--- src/rtl/reg_cmd_ctrl.sv ---
// Command front end for RegFile: parses write/read frames from the serial
// receiver, strobes the RegFile, and forwards read data to the transmitter.
module reg_cmd_ctrl #(
  parameter int unsigned                  DATA_WIDTH    = 8,
  parameter int unsigned                  ADDRESS_WIDTH = 4,
  parameter logic [DATA_WIDTH-1:0]        WR_CMD        = DATA_WIDTH'(8'hAA),
  parameter logic [DATA_WIDTH-1:0]        RD_CMD        = DATA_WIDTH'(8'hBB),
  parameter int unsigned                  RD_TIMEOUT    = 16
) (
  input  logic                     CLK,
  input  logic                     RST,
  input  logic [DATA_WIDTH-1:0]    RX_P_DATA,
  input  logic                     RX_D_VLD,
  output logic                     WrEn,
  output logic                     RdEn,
  output logic [ADDRESS_WIDTH-1:0] Address,
  output logic [DATA_WIDTH-1:0]    WrData,
  input  logic [DATA_WIDTH-1:0]    RdData,
  input  logic                     RdData_Valid,
  output logic [DATA_WIDTH-1:0]    TX_P_DATA,
  output logic                     TX_D_VLD,
  input  logic                     TX_READY,
  output logic                     CMD_ERR,
  output logic                     BUSY
);

  localparam int unsigned CNT_W = $clog2(RD_TIMEOUT + 1);

  typedef enum logic [2:0] {
    IDLE    = 3'd0,
    WR_ADDR = 3'd1,
    WR_DATA = 3'd2,
    RD_ADDR = 3'd3,
    RD_WAIT = 3'd4,
    TX_SEND = 3'd5
  } state_t;

  state_t                   state_q;
  logic [ADDRESS_WIDTH-1:0] addr_q;
  logic [CNT_W-1:0]         cnt_q;
  logic                     wr_en_q;
  logic                     rd_en_q;
  logic [ADDRESS_WIDTH-1:0] address_q;
  logic [DATA_WIDTH-1:0]    wr_data_q;
  logic [DATA_WIDTH-1:0]    tx_data_q;
  logic                     tx_vld_q;
  logic                     cmd_err_q;
  logic                     busy_q;

  // Frame parser FSM; every output is a register, BUSY tracks the next state.
  always_ff @(posedge CLK) begin
    if (RST) begin
      state_q   <= IDLE;
      addr_q    <= '0;
      cnt_q     <= '0;
      wr_en_q   <= 1'b0;
      rd_en_q   <= 1'b0;
      address_q <= '0;
      wr_data_q <= '0;
      tx_data_q <= '0;
      tx_vld_q  <= 1'b0;
      cmd_err_q <= 1'b0;
      busy_q    <= 1'b0;
    end else begin
      wr_en_q   <= 1'b0;
      rd_en_q   <= 1'b0;
      cmd_err_q <= 1'b0;
      case (state_q)
        IDLE: begin
          if (RX_D_VLD) begin
            if (RX_P_DATA == WR_CMD) begin
              state_q <= WR_ADDR;
              busy_q  <= 1'b1;
            end else if (RX_P_DATA == RD_CMD) begin
              state_q <= RD_ADDR;
              busy_q  <= 1'b1;
            end else begin
              cmd_err_q <= 1'b1;
            end
          end
        end
        WR_ADDR: begin
          if (RX_D_VLD) begin
            addr_q  <= RX_P_DATA[ADDRESS_WIDTH-1:0];
            state_q <= WR_DATA;
          end
        end
        WR_DATA: begin
          if (RX_D_VLD) begin
            wr_en_q   <= 1'b1;
            address_q <= addr_q;
            wr_data_q <= RX_P_DATA;
            state_q   <= IDLE;
            busy_q    <= 1'b0;
          end
        end
        RD_ADDR: begin
          if (RX_D_VLD) begin
            rd_en_q   <= 1'b1;
            address_q <= RX_P_DATA[ADDRESS_WIDTH-1:0];
            cnt_q     <= '0;
            state_q   <= RD_WAIT;
          end
        end
        RD_WAIT: begin
          // Bytes arriving while a read is outstanding are dropped and flagged.
          cmd_err_q <= RX_D_VLD;
          cnt_q     <= cnt_q + CNT_W'(1);
          if (RdData_Valid) begin
            tx_data_q <= RdData;
            tx_vld_q  <= 1'b1;
            state_q   <= TX_SEND;
          end else if (cnt_q == CNT_W'(RD_TIMEOUT - 1)) begin
            cmd_err_q <= 1'b1;
            state_q   <= IDLE;
            busy_q    <= 1'b0;
          end
        end
        TX_SEND: begin
          cmd_err_q <= RX_D_VLD;
          if (TX_READY) begin
            tx_vld_q <= 1'b0;
            state_q  <= IDLE;
            busy_q   <= 1'b0;
          end
        end
        default: begin
          state_q <= IDLE;
          busy_q  <= 1'b0;
        end
      endcase
    end
  end

  assign WrEn      = wr_en_q;
  assign RdEn      = rd_en_q;
  assign Address   = address_q;
  assign WrData    = wr_data_q;
  assign TX_P_DATA = tx_data_q;
  assign TX_D_VLD  = tx_vld_q;
  assign CMD_ERR   = cmd_err_q;
  assign BUSY      = busy_q;

endmodule
--- config.mk ---
export PLATFORM = sky130hd
export DESIGN_NAME = reg_cmd_ctrl
export DESIGN_NICKNAME = d
export VERILOG_FILES = /design/src/rtl/reg_cmd_ctrl.sv
export SDC_FILE = /design/constraint.sdc
export NUM_CORES = 1
export LEC_CHECK = 0
export ABC_AREA = 0
export CORE_ASPECT_RATIO = 1.5
export CORE_UTILIZATION = 47
export DETAILED_ROUTE_END_ITERATION = 16
export GPL_ROUTABILITY_DRIVEN = 0
export HOLD_SLACK_MARGIN = 0.12
export PLACE_DENSITY = 0.9
export RECOVER_POWER = 50
export SLEW_MARGIN = 30
export SYNTH_ARGS = -nofsm -noshare
export SYNTH_HDL_FRONTEND = slang
export SYNTH_SLANG_ARGS = --single-unit
--- constraint.sdc ---
create_clock -name CLK -period 2.1 [get_ports CLK]
set_input_delay 0.315 -clock CLK [delete_from_list [all_inputs] [get_ports CLK]]
set_output_delay 0.315 -clock CLK [all_outputs]
set_load 0.02 [all_outputs]
==> key figures <==
Finish
  – Fin nets: 260
  – N_diodes: 0
  – Most common cell after layout, fill and taps aside: nand2_1
  – Area Overhead vs Synth: 34.5%
  – Filler instances: 286
  – Layout Cells excl Fill: 280
  – Commonest cells after routing, fill and taps aside: 38 x nand2_1, 37 x dfxtp_1, 25 x dlygate4sd3_1, 23 x nor2_1, 22 x a21oi_1
  – Ratio of cells with drive above 1 in the final layout: 10.1%

STA
  – Slew @ Worst Pin: 0.565 ns
  – Peak Freq: 519 MHz
  – RSZ-0062 raised after global routing: false
  – Setup TNS: 0 ns
  – Worst clock skew: 0.00553 ns
  – Final Setup Violations: 0
  – Minimum clock period after layout: 1.93 ns
  – Max-slew headroom: 62.3%
  – Final Hold Viols: 0
  – Max Slew Vio Count: 0
  – Crit share post-route: 91.8%

Die
  – # IOs: 46
  – Initial Utilization: 49.0%
  – Die X: 50.7 um
  – Cell Rows: 26
  – DIE HEIGHT: 75.1 um
  – Core area: 3420 sq um
  – Die Area: 3810 sq um

Global route
  – Total GRT Usage: 22.4%
  – Grt total ovfl: 0
  – Pin count of the biggest net entering global routing: 21
  – Routing usage on met2: 41.9%
  – Busiest grt layer: met2
  – Vias in the first global route: 1,433
  – Met3 Usage GRT: 5.66%
  – M1 GR Usage: 22.3%
  – Initial antenna violation count: 0
  – First-pass GRT wire length: 6290 um

Synth
  – Top_reg_cell synth: dfxtp_1
  – Ys async rst share: 0%
  – Seq cells post-synth: 37
  – Post-synth EDFFs: 0
  – Cell area after synthesis: 1670 sq um
  – Syn_area_per_cell: 8.76 sq um
  – Top-area cell type share of the netlist area: 44.2%
  – Net count after synthesis: 214
  – Yosys cell types: 44
  – Syn Inst Count: 191
  – Yosys warns: 0
  – Sequential cell area fraction in the yosys report: 44.2%
  – Yosys top cell by area: dfxtp_1
  – Top cells by area, synth: dfxtp_1 44%, nand2_1 8.5%, a21oi_1 6.6%

Detailed routing
  – Initial DRC Count: 35
  – Drt via density: 5.43
  – Vias: 1,520
  – Routed Antenna Nets: 0
  – Detailed-route wire length: 3910 um
  – First-pass DRT Iterations: 4
  – DRC viols: 0
  – Routed WL per cell: 14.0 um

Power
  – Clock network fraction of total power: 39.7%
  – Combinational share of power: 14.1%
  – P_leak: 0.907 nW
  – Register share of total power: 46.3%
  – Pwr dens: 725 nW/um^2
  – NetSw: 0.408 mW
  – Power, Total: 1.63 mW
  – Peak supply drop: 0.474 mV
  – Internal: 1.22 mW
  – Switching share of power: 25.0%

Critical path
  – CP Class: reg -> reg
  – WP data arrival: 2.11 ns
  – CP Capture Type: register
  – Startpoint Class: register
  – Cells along the critical path: ha_1, and3_1, ha_1, o21ai_0, nand2_1, o22ai_2, mux2_2
  – Worst Path Required: 2.29 ns
  – CP peak stage delay: 0.36 ns
  – Slowest stage cell, crit path: mux2_2
  – Critical path fanouts, max: 5
  – Critical path's most frequent cell: ha_1

CTS
  – Worst-Skew Late Latency: 0.30 ns
  – Setup repair bufs after CTS: 0
  – H-Tree Depth: 2
  – Post-cts sizing count: 0
  – Clock buffer depth: 2
  – Clk slew on worst S/H paths: 0.07 ns
  – Hold_buf cts: 0
  – Root Driver: clkbuf_8
  – CTS Sinks: 37
  – TritonCTS Buffers: 5
  – TritonCTS clock tree: done

Run
  – Max_cap viols: 0

Placed design
  – IO Port Bufs: 45
  – HPWL Detailed: 2770 um
  – Placed Instances: 272

Outcome
  – Outcome: completed

Hold path
  – Hold Crit Class: reg -> reg
## final timing paths
path,slack [ns],end,cells past startpoint,startpoint
hold / removal,0.45,BUSY$_SDFFE_PP0P_,2,BUSY$_SDFFE_PP0P_
setup reg to reg,0.17,state_q[1]$_SDFFE_PP0P_,7,cnt_q[0]$_SDFFE_PP0P_
setup / recovery,0.17,state_q[1]$_SDFFE_PP0P_,7,cnt_q[0]$_SDFFE_PP0P_
hold reg to reg,0.45,BUSY$_SDFFE_PP0P_,2,BUSY$_SDFFE_PP0P_
## cells by family after synthesis
group / synth area share [%]
DFF: 44.2
xor gates and xnor gates: 0.523
muxes: 6.80
and+or+nand+nor: 25.9
buffers and inverters: 4.78
AOI/OAI and AO/OA: 16.3
adders and majority gates: 1.49
## metrics by stage
step                      hold slack (ns)  instance area [sq um]  util (%)  worst slack (ns)
after floorplan                     0.432                   1670         -             0.385
after global placement              0.434                   2150      62.9             0.225
after detailed placement            0.447                   2150      62.9             0.172
after CTS                           0.457                   2270      66.4             0.179
final                               0.446                   2250      65.9             0.173
after global routing                0.475                   2250      65.9            0.0434
## power groups by stage
stage | Combinational (mW) | Sequential (mW) | Clock, mW
floorplan | 0.129 | 0.776 | 0
global placement | 0.229 | 0.773 | 0
detailed placement | 0.235 | 0.774 | 0
CTS | 0.237 | 0.758 | 0.651
global route | 0.248 | 0.759 | 0.678
finish | 0.229 | 0.755 | 0.647
## state kept, by name, indices dropped and copies added, names as in the netlist, 3 cells and up
signal     cells
TX_P_DATA      8
WrData         8
cnt_q          5
Address        4
addr_q         4
state_q        3
## Yosys cell counts, types with 2 or more instances
cell type / count
o21ai_0: 3
mux2_2: 3
clkbuf_1: 3
buf_2: 4
nand3_1: 2
nor2b_1: 3
nor3_1: 4
ha_1: 2
nor2_1: 23
buf_6: 2
a21oi_1: 22
dfxtp_1: 37
inv_1: 3
a2111oi_0: 2
mux2i_1: 8
a211oi_1: 5
nand2_1: 38
## layer usage
metal  wire [um]  vias to the layer above
met4          93                        0
met2        2240                       37
met3         155                       13
met1        1420                      718
li1            -                      752
met5           0                        -
## cell type report
cell class | instances | area, sq um | share of cell area [%]
sequential | 37 | 741 | 32.9
timing repair buffer | 50 | 484 | 21.5
inverter | 4 | 15.0 | 0.667
clock inverter | 2 | 37.5 | 1.67
tap | 42 | 52.6 | 2.33
clock buffer | 6 | 82.6 | 3.67
multi-input combinational | 139 | 840 | 37.3
## worst max-delay path, delay by kind of cell, from the launching register on
family / cells / cell delay, ns
AOI/OAI and AO/OA: 2 / 0.38
adders and majority gates: 2 / 0.43
DFF: 1 / 0.35
muxes: 1 / 0.36
and+or+nand+nor: 2 / 0.30
Note: power is estimated with default switching activity, not from simulation.
